[config.mk]
export PLATFORM = sky130hd
export DESIGN_NAME = multicycle_control_flat
export DESIGN_NICKNAME = d
export VERILOG_FILES = /design/src/rtl/multicycle_control_if.sv /design/src/rtl/multicycle_control.sv /design/src/flat_wrapper.sv
export SDC_FILE = /design/constraint.sdc
export NUM_CORES = 1
export LEC_CHECK = 0
export CORE_AREA = 3 3 68 70
export CTS_CLUSTER_SIZE = 28
export DETAILED_ROUTE_END_ITERATION = 16
export DIE_AREA = 0 0 71 73
export PLACE_DENSITY = 0.85
export SETUP_SLACK_MARGIN = 0.02
export SLEW_MARGIN = 10
export SYNTH_ARGS = -nofsm -noshare
export SYNTH_HDL_FRONTEND = slang
export SYNTH_SLANG_ARGS = --single-unit
[constraint.sdc]
create_clock -name clk -period 2.9 [get_ports clk]
set_clock_uncertainty 0.15 [all_clocks]
set_input_delay 0.58 -clock clk [delete_from_list [all_inputs] [get_ports clk]]
set_output_delay 0.58 -clock clk [all_outputs]
set_load 0.01 [all_outputs]
[src/rtl/multicycle_control_if.sv]
// ============================================================================
// multicycle_control_if : control bus between the control FSM and the datapath
// Rev 1.0
// ============================================================================
`default_nettype none

interface multicycle_control_if;
  logic [6:0] op;
  logic [2:0] funct3;
  logic       funct7b5;
  logic       zero;
  logic       PC_write;
  logic       address_src;
  logic       IR_write;
  logic       reg_write;
  logic       mem_write;
  logic [1:0] result_src;
  logic [1:0] alu_src_A;
  logic [1:0] alu_src_B;
  logic [1:0] imm_src;
  logic [2:0] alu_control;
  logic       illegal;

  // control FSM side
  modport master (
    input  op, funct3, funct7b5, zero,
    output PC_write, address_src, IR_write, reg_write, mem_write,
           result_src, alu_src_A, alu_src_B, imm_src, alu_control, illegal
  );

  // datapath side
  modport slave (
    output op, funct3, funct7b5, zero,
    input  PC_write, address_src, IR_write, reg_write, mem_write,
           result_src, alu_src_A, alu_src_B, imm_src, alu_control, illegal
  );
endinterface

`default_nettype wire

[src/rtl/multicycle_control.sv]
// ============================================================================
// multicycle_control : control FSM of the 32-bit multicycle RISC-V core
// Rev 1.0
// ============================================================================
`default_nettype none

module multicycle_control #(
  parameter int CNT_W = 32
) (
  input  logic                  clk,
  input  logic                  rst,
  multicycle_control_if.master  bus,
  output logic [CNT_W-1:0]      instret
);

  localparam logic [6:0] c_op_load   = 7'b0000011;
  localparam logic [6:0] c_op_store  = 7'b0100011;
  localparam logic [6:0] c_op_rtype  = 7'b0110011;
  localparam logic [6:0] c_op_itype  = 7'b0010011;
  localparam logic [6:0] c_op_jal    = 7'b1101111;
  localparam logic [6:0] c_op_beq    = 7'b1100011;
  localparam logic [2:0] c_alu_add   = 3'b000;
  localparam logic [2:0] c_alu_sub   = 3'b001;
  localparam logic [2:0] c_alu_and   = 3'b010;
  localparam logic [2:0] c_alu_or    = 3'b011;
  localparam logic [2:0] c_alu_slt   = 3'b101;
  localparam logic [CNT_W-1:0] c_one = {{(CNT_W-1){1'b0}}, 1'b1};

  typedef enum logic [3:0] {
    S_FETCH    = 4'd0,
    S_DECODE   = 4'd1,
    S_MEMADR   = 4'd2,
    S_MEMREAD  = 4'd3,
    S_MEMWB    = 4'd4,
    S_MEMWRITE = 4'd5,
    S_EXECR    = 4'd6,
    S_EXECI    = 4'd7,
    S_ALUWB    = 4'd8,
    S_JAL      = 4'd9,
    S_BEQ      = 4'd10
  } state_t;

  state_t           r_state;
  state_t           w_next;
  logic [CNT_W-1:0] r_instret;
  logic             w_retire;
  logic             w_unsupported;
  logic [2:0]       w_funct_alu;
  logic             w_pc_write, w_address_src, w_ir_write, w_reg_write, w_mem_write;
  logic [1:0]       w_result_src, w_alu_src_a, w_alu_src_b;
  logic [2:0]       w_alu_control;

  assign w_unsupported = !(bus.op == c_op_load  || bus.op == c_op_store ||
                           bus.op == c_op_rtype || bus.op == c_op_itype ||
                           bus.op == c_op_jal   || bus.op == c_op_beq);

  // Only the states that finish an instruction and return to FETCH retire it.
  assign w_retire = (r_state == S_MEMWB) || (r_state == S_MEMWRITE) ||
                    (r_state == S_ALUWB) || (r_state == S_BEQ);

  always_comb begin
    w_funct_alu = c_alu_add;
    case (bus.funct3)
      3'b000:  w_funct_alu = (bus.op[5] & bus.funct7b5) ? c_alu_sub : c_alu_add;
      3'b010:  w_funct_alu = c_alu_slt;
      3'b110:  w_funct_alu = c_alu_or;
      3'b111:  w_funct_alu = c_alu_and;
      default: w_funct_alu = c_alu_add;
    endcase
  end

  always_comb begin
    w_next = S_FETCH;
    case (r_state)
      S_FETCH:  w_next = S_DECODE;
      S_DECODE: begin
        if (bus.op == c_op_load || bus.op == c_op_store) w_next = S_MEMADR;
        else if (bus.op == c_op_rtype)                   w_next = S_EXECR;
        else if (bus.op == c_op_itype)                   w_next = S_EXECI;
        else if (bus.op == c_op_jal)                     w_next = S_JAL;
        else if (bus.op == c_op_beq)                     w_next = S_BEQ;
        else                                             w_next = S_FETCH;
      end
      S_MEMADR: w_next = bus.op[5] ? S_MEMWRITE : S_MEMREAD;
      S_MEMREAD: w_next = S_MEMWB;
      S_EXECR:   w_next = S_ALUWB;
      S_EXECI:   w_next = S_ALUWB;
      S_JAL:     w_next = S_ALUWB;
      default:   w_next = S_FETCH;
    endcase
  end

  always_comb begin
    w_pc_write    = 1'b0;
    w_address_src = 1'b0;
    w_ir_write    = 1'b0;
    w_reg_write   = 1'b0;
    w_mem_write   = 1'b0;
    w_result_src  = 2'd0;
    w_alu_src_a   = 2'd0;
    w_alu_src_b   = 2'd0;
    w_alu_control = c_alu_add;
    case (r_state)
      S_FETCH: begin
        w_ir_write   = 1'b1;
        w_pc_write   = 1'b1;
        w_alu_src_b  = 2'd2;
        w_result_src = 2'd2;
      end
      S_DECODE: begin
        w_alu_src_a = 2'd1;
        w_alu_src_b = 2'd1;
      end
      S_MEMADR: begin
        w_alu_src_a = 2'd2;
        w_alu_src_b = 2'd1;
      end
      S_MEMREAD: w_address_src = 1'b1;
      S_MEMWB: begin
        w_result_src = 2'd1;
        w_reg_write  = 1'b1;
      end
      S_MEMWRITE: begin
        w_address_src = 1'b1;
        w_mem_write   = 1'b1;
      end
      S_EXECR: begin
        w_alu_src_a   = 2'd2;
        w_alu_control = w_funct_alu;
      end
      S_EXECI: begin
        w_alu_src_a   = 2'd2;
        w_alu_src_b   = 2'd1;
        w_alu_control = w_funct_alu;
      end
      S_ALUWB: w_reg_write = 1'b1;
      S_JAL: begin
        w_alu_src_a = 2'd1;
        w_alu_src_b = 2'd2;
        w_pc_write  = 1'b1;
      end
      S_BEQ: begin
        w_alu_src_a   = 2'd2;
        w_alu_control = c_alu_sub;
        w_pc_write    = bus.zero;
      end
      default: ;
    endcase
  end

  always_ff @(posedge clk or negedge rst) begin
    if (!rst) begin
      r_state   <= S_FETCH;
      r_instret <= '0;
    end else begin
      r_state <= w_next;
      if (w_retire) r_instret <= r_instret + c_one;
    end
  end

  // Write enables are held off for as long as reset is asserted.
  assign bus.PC_write    = rst & w_pc_write;
  assign bus.IR_write    = rst & w_ir_write;
  assign bus.reg_write   = rst & w_reg_write;
  assign bus.mem_write   = rst & w_mem_write;
  assign bus.illegal     = rst & (r_state == S_DECODE) & w_unsupported;
  assign bus.address_src = w_address_src;
  assign bus.result_src  = w_result_src;
  assign bus.alu_src_A   = w_alu_src_a;
  assign bus.alu_src_B   = w_alu_src_b;
  assign bus.alu_control = w_alu_control;
  assign bus.imm_src     = (bus.op == c_op_store) ? 2'd1 :
                           (bus.op == c_op_beq)   ? 2'd2 :
                           (bus.op == c_op_jal)   ? 2'd3 : 2'd0;
  assign instret         = r_instret;

endmodule

`default_nettype wire

[src/flat_wrapper.sv]
// flat-port wrapper written by rule: the top's interface ports become plain ports
module multicycle_control_flat 
#(
  parameter int CNT_W = 32
)
  (clk, rst, instret, bus_op, bus_funct3, bus_funct7b5, bus_zero, bus_PC_write, bus_address_src, bus_IR_write, bus_reg_write, bus_mem_write, bus_result_src, bus_alu_src_A, bus_alu_src_B, bus_imm_src, bus_alu_control, bus_illegal);
  multicycle_control_if bus_i ();
  input  logic clk;
  input  logic rst;
  output logic [CNT_W-1:0] instret;
  input wire logic [$bits(bus_i.op)-1:0] bus_op;
  input wire logic [$bits(bus_i.funct3)-1:0] bus_funct3;
  input wire logic [$bits(bus_i.funct7b5)-1:0] bus_funct7b5;
  input wire logic [$bits(bus_i.zero)-1:0] bus_zero;
  output wire logic [$bits(bus_i.PC_write)-1:0] bus_PC_write;
  output wire logic [$bits(bus_i.address_src)-1:0] bus_address_src;
  output wire logic [$bits(bus_i.IR_write)-1:0] bus_IR_write;
  output wire logic [$bits(bus_i.reg_write)-1:0] bus_reg_write;
  output wire logic [$bits(bus_i.mem_write)-1:0] bus_mem_write;
  output wire logic [$bits(bus_i.result_src)-1:0] bus_result_src;
  output wire logic [$bits(bus_i.alu_src_A)-1:0] bus_alu_src_A;
  output wire logic [$bits(bus_i.alu_src_B)-1:0] bus_alu_src_B;
  output wire logic [$bits(bus_i.imm_src)-1:0] bus_imm_src;
  output wire logic [$bits(bus_i.alu_control)-1:0] bus_alu_control;
  output wire logic [$bits(bus_i.illegal)-1:0] bus_illegal;
  assign bus_i.op = bus_op;
  assign bus_i.funct3 = bus_funct3;
  assign bus_i.funct7b5 = bus_funct7b5;
  assign bus_i.zero = bus_zero;
  assign bus_PC_write = bus_i.PC_write;
  assign bus_address_src = bus_i.address_src;
  assign bus_IR_write = bus_i.IR_write;
  assign bus_reg_write = bus_i.reg_write;
  assign bus_mem_write = bus_i.mem_write;
  assign bus_result_src = bus_i.result_src;
  assign bus_alu_src_A = bus_i.alu_src_A;
  assign bus_alu_src_B = bus_i.alu_src_B;
  assign bus_imm_src = bus_i.imm_src;
  assign bus_alu_control = bus_i.alu_control;
  assign bus_illegal = bus_i.illegal;
  multicycle_control #(.CNT_W(CNT_W)) u_core (.clk(clk), .rst(rst), .bus(bus_i), .instret(instret));
endmodule
Word-level counts from Yosys, hierarchy flattened
Cells that the tools add are included.
{"block": "totals", "register_bits": 36, "latch_bits": 0, "mem_bits_rw": 0, "romBits": 0, "in_bits": 14, "out_inout_bits": 49, "mem_count": 0}
{"block": "classes", "n_addsub": 1, "n_mul": 0, "div_mod_pow": 0, "order_cmp": 0, "eq_ne": 19, "n_shift": 0, "muxes": 21, "bitwise": 7, "reduce_logical": 19}
{"cell": "adder 32 x 1 -> 32 bit, second input constant", "count": 1}
{"cell": "two-way mux 4 bit", "count": 5}
{"cell": "case mux 4 bit (5 select lines)", "count": 1}
{"cell": "== test 4 x 3 -> 1 bit, second input constant", "count": 4}
{"cell": "== test 7 x 6 -> 1 bit, second input constant", "count": 2}
{"cell": "== test 7 bit, second input constant", "count": 2}
{"cell": "== test 4 bit, second input constant", "count": 3}
{"cell": "case mux 2 bit (2 select lines)", "count": 3}
{"cell": "case mux 3 bit (4 select lines)", "count": 1}
{"cell": "OR reduction 2 bit", "count": 5}
{"cell": "== test 4 x 2 -> 1 bit, second input constant", "count": 2}
{"cell": "logical OR 1 bit", "count": 8}
{"cell": "bitwise AND 1 bit", "count": 7}
{"cell": "== test 7 x 2 -> 1 bit, second input constant", "count": 1}
{"cell": "== test 7 x 5 -> 1 bit, second input constant", "count": 1}
{"cell": "== test 3 bit, second input constant", "count": 2}
{"cell": "two-way mux 2 bit", "count": 3}
{"cell": "case mux 3 bit (2 select lines)", "count": 1}
{"cell": "OR reduction 3 bit", "count": 2}
{"cell": "two-way mux 1 bit", "count": 5}
{"cell": "== test 4 x 1 -> 1 bit, second input constant", "count": 1}
{"cell": "zero test 4 bit", "count": 1}
{"cell": "OR reduction 4 bit", "count": 1}
{"cell": "== test 3 x 2 -> 1 bit, second input constant", "count": 1}
{"cell": "other kinds (4)", "count": 4}

Longest topological paths before layout
{"block": "depth", "ltp_word": 8, "ltp_mapped": 6, "ltp_nobuf": 4}

Worst setup path before layout
Ideal clock, no wire load.
{"block": "synth_timing", "path_kind": "input port to output port", "from": "in bus_op[4]", "to": "out bus_illegal", "t_arrival_ps": 1562, "path_slack_ps": 608, "path_stages": 3, "path_buffers": 0, "path_cell_list": "nand2b_1 -> nor4b_1 -> a211oi_1"}
{"block": "synth_between", "elab_chain_cells": 8}
{"element": "from (decl)", "line": "flat_wrapper.sv:11", "text": "input wire logic [$bits(bus_i.op)-1:0] bus_op;"}
{"element": "== test 7 x 2 -> 1 bit / == test 7 x 6 -> 1 bit (equally long branches)", "line": "multicycle_control.sv:53", "text": "assign w_unsupported = !(bus.op == c_op_load || bus.op == c_op_store ||"}
{"element": "logical OR 1 bit (2 in series)", "line": "multicycle_control.sv:53"}
{"element": "logical OR 1 bit (2 in series)", "line": "multicycle_control.sv:54", "text": "bus.op == c_op_rtype || bus.op == c_op_itype ||"}
{"element": "logical OR 1 bit (*)", "line": "multicycle_control.sv:55", "text": "bus.op == c_op_jal || bus.op == c_op_beq);"}
{"element": "zero test 1 bit (*)", "line": "multicycle_control.sv:53"}
{"element": "bitwise AND 1 bit (*)", "line": "multicycle_control.sv:166", "text": "assign bus.illegal = rst & (r_state == S_DECODE) & w_unsupported;"}
{"element": "to (decl)", "line": "flat_wrapper.sv:25", "text": "output wire logic [$bits(bus_i.illegal)-1:0] bus_illegal;"}
Mark *: on every way between the ends. The rest lies on a longest branch, timed or not.

Final worst setup path
{"block": "layout_timing", "from": "reg u_core.r_state[1]", "to": "out bus_IR_write"}
{"block": "layout_between", "elab_chain_cells": 3}
{"element": "from (decl)", "line": "multicycle_control.sv:43", "text": "state_t r_state;"}
{"element": "from (signal assigned)", "line": "multicycle_control.sv:156", "text": "r_state <= w_next;"}
{"element": "zero test 4 bit", "line": "multicycle_control.sv:103", "text": "case (r_state)"}
{"element": "two-way mux 1 bit", "line": "multicycle_control.sv:103"}
{"element": "bitwise AND 1 bit", "line": "multicycle_control.sv:163", "text": "assign bus.IR_write = rst & w_ir_write;"}
{"element": "to (decl)", "line": "flat_wrapper.sv:17", "text": "output wire logic [$bits(bus_i.IR_write)-1:0] bus_IR_write;"}
No other way between the ends.

==> key figures <==
Outcome
  • Status: complete, no violations

Synth
  • Ranking of synthesized cells by area: dfrtp_1, xor2_1, xnor2_1, nor4_1, nor3_1
  • Mux contribution to synthesized area: less than 1%
  • Largest family of logic cells by synthesized area: simple AND/OR/NAND/NOR gates
  • Post-Synth XOR/XNOR Area: between 10% and 20%
  • Sequential share of the synthesized area: 44.7%
  • Synthesized flop and latch total: 36
  • Count leader, synth: dfrtp_1
  • Simple-Gate Fraction of Synth Area: roughly 30%
  • Synth async-reset ratio: between 90% and 100%
  • Synth warnings: 0
  • Top_reg_cell synth: dfrtp_1
  • Post-synthesis cell type count: 40
  • Synth top area share: about 45%
  • Compound-Gate Fraction of Synth Area: between 5 and 6%
  • Synthesized area: a little over 0.002 mm2
  • Post-synth EDFFs: 0
  • Syn Inst Count: around 210
  • Post-synthesis adder-cell area fraction: 0.620%
  • Synth top cells by count: dfrtp_1, xor2_1, nand2_1, nor2_1, nor3_1
  • Post-Syn Area per Cell: around 10 um2
  • Yosys top cell by area: dfrtp_1
  • Post-synthesis net count: 220

GRT
  • Vias in the first global route: approximately 1800
  • First-pass GRT wire length: around 8600 um
  • GRT Total Usage: between 20% and 30%
  • Grt total ovfl: 0
  • Largest net degree at the start of global routing: 27
  • Initial antenna violation count: 0

Clock tree
  • CTS root buf: clkbuf_8
  • Max Root-Sink Buffers: 2
  • CTS clock-pin slew for the worst setup and hold paths: about 0.07 ns
  • Clock sink count: 36
  • Worst skew pair latency: 0.28 ns
  • Number of H-tree levels: 2
  • Setup bufs post-CTS: 0
  • Num CTS Buffers: 5
  • CTS tree: done

Setup path
  • Setup CP Type: reg2out
  • Register-to-register setup slack: roughly 0.53 ns
  • Cell Chain, Critical Path: nor4_1 -> and2_1 -> clkdlybuf4s50_1
  • Crit end category: primary output
  • Max Fanout on Critical Path: 17
  • Reg2Reg Launch Point: u_core.r_state[1]$_DFF_PN0_
  • Crit path largest cell delay: ~0.58 ns
  • CP startpoint: u_core.r_state[1]$_DFF_PN0_
  • Slowest CP cell: dfrtp_1
  • FF-to-FF path depth: 4
  • WP buf/inv: 1
  • Crit path max-delay family: flip-flops
  • Crit path depth: 3
  • CP startpoint kind: register
  • CP Data Required Time: between 2 and 2.5 ns
  • Crit path DAT: about 2 ns

Die
  • Core Area: between 0.004 and 0.005 mm2
  • Die ar.: a little over 0.005 mm2
  • Row count: 23
  • IO Pins: between 60 and 70
  • Die width: 71 um
  • Initial Util: 50.1%
  • Die Y: around 73 um

Detailed routing
  • DRT antenna net count: 0
  • First-pass DRT Iterations: 4
  • Routed WL: 5080 um
  • WL/cell: 15.6 um
  • Iter 0 DRT Violations: 77
  • DRC: 0
  • Via density per instance: ~5.6
  • Vias after detailed routing: around 1800

Cells and area
  • Layout cell share with drive strength beyond 1: between 10% and 20%
  • Fillers: about 300
  • Antenna fix cells: 0
  • Nets@finish: 289
  • Syn-to-layout area delta: 40.6%

Power and ir drop
  • Pleak: between 1 and 1.5 nW
  • Post-layout total power: roughly 1.3 mW
  • Peak VDD IR: approximately 0.00039 V
  • Pwr/cell area: approximately 460 mW/mm2

Timing
  • Sum Neg Setup Slack: 0 ns
  • Fmax: 368 MHz
  • Final-report max-slew violation count: 0
  • Period Utilization, post-route: around 94%
  • Tmin final: around 2.7 ns
  • RSZ-0062 raised after global routing: no
  • Setup ws final: roughly 0.18 ns
  • Slew margin rel.: 26.4%
  • Worst-Margin Slew: approximately 1.1 ns
  • Endpoints failing setup: 0
  • Hold Vio Cnt, Final: 0

Placed design
  • GP Congestion: about 0.76
  • IO buf count: slightly above 60
  • DP Wirelength: 3620 um
  • DP Worst Slack: -0.145 ns

Run
  • Max_cap viols: 0

Worst hold path
  • HP Class: in2async
-- cell usage in the layout (no fill, tap or decap), types with 4 or more instances in the layout --
cell type        instances
nor2_1                  14
nand2_1                 14
inv_1                    5
nand3_1                 11
nand4_1                  6
buf_4                   11
dfrtp_1                 33
nor4_1                  11
nor3_1                  13
nand2b_1                 4
xor2_1                  27
xnor2_1                  8
nor2b_1                  4
clkdlybuf4s50_1         57
clkbuf_8                 6
and4_1                   7
-- stage by stage --
| step | util [%] | area [um2] | cells | hold WS (ns) |
|---|---|---|---|---|
| after floorplan | - | 2020 | 205 | 0.134 |
| after global placement | 67.6 | 2720 | 316 | 0.278 |
| after detailed placement | 67.6 | 2720 | 316 | 0.276 |
| after CTS | 70.2 | 2830 | 325 | 0.174 |
| after global routing | 70.4 | 2840 | 325 | 0.176 |
| final | 70.4 | 2840 | 325 | 0.159 |
-- routing by layer --
layer / track usage [%] / vias to the layer above / share of wire [%]
li1: - / 866 / -
met1: 27.2 / 881 / 42
met2: 34.5 / 49 / 53
met3: 4.68 / 8 / 4.0
met4: 6.26 / 0 / 0.98
met5: 0 / - / 0
-- area by class of cell --
class | count | area (um2) | area share [%]
Multi-Input combinational cell | 152 | 1050 | 37.0
Sequential cell | 36 | 905 | 31.9
Timing Repair Buffer | 74 | 711 | 25.1
Clock buffer | 8 | 90.1 | 3.18
Tap cell | 50 | 62.6 | 2.21
Inverter | 5 | 18.8 | 0.662
-- final timing paths --
path                                                       end
min in group clk                u_core.instret[31]$_DFFE_PN0P_
worst max register to register  u_core.instret[13]$_DFFE_PN0P_
max in group asynchronous          u_core.r_state[0]$_DFF_PN0_
worst min-delay path            u_core.instret[31]$_DFFE_PN0P_
worst min register to register  u_core.instret[31]$_DFFE_PN0P_
worst max-delay path                              bus_IR_write
-- repair_timing --
action	4_1_cts	5_1_grt
endpoints found under the setup margin	3	6
hold buffers	1	0
cloned	0	0
gates resized for setup	3	5
pin swaps	1	0
hold endpoints to repair	2	0
-- flip-flops by register name (all words and copies together) (netlist names) --
signal          flops
u_core.r_state      4
u_core.instret     32
-- cells by family after synthesis --
group / after synthesis
buffers and inverters: 17
flip-flops: 36
multiplexers: 1
AO/OA/AOI/OAI: 15
AND/OR/NAND/NOR: 100
adder cells (fa/ha/maj): 1
XOR/XNOR: 35
-- power by group --
part | switching [mW] | internal [mW]
sequential | 0.0706 | 0.534
clock | 0.171 | 0.194
combinational | 0.146 | 0.199
total | 0.388 | 0.927
Power figures use the tool's default switching activity.
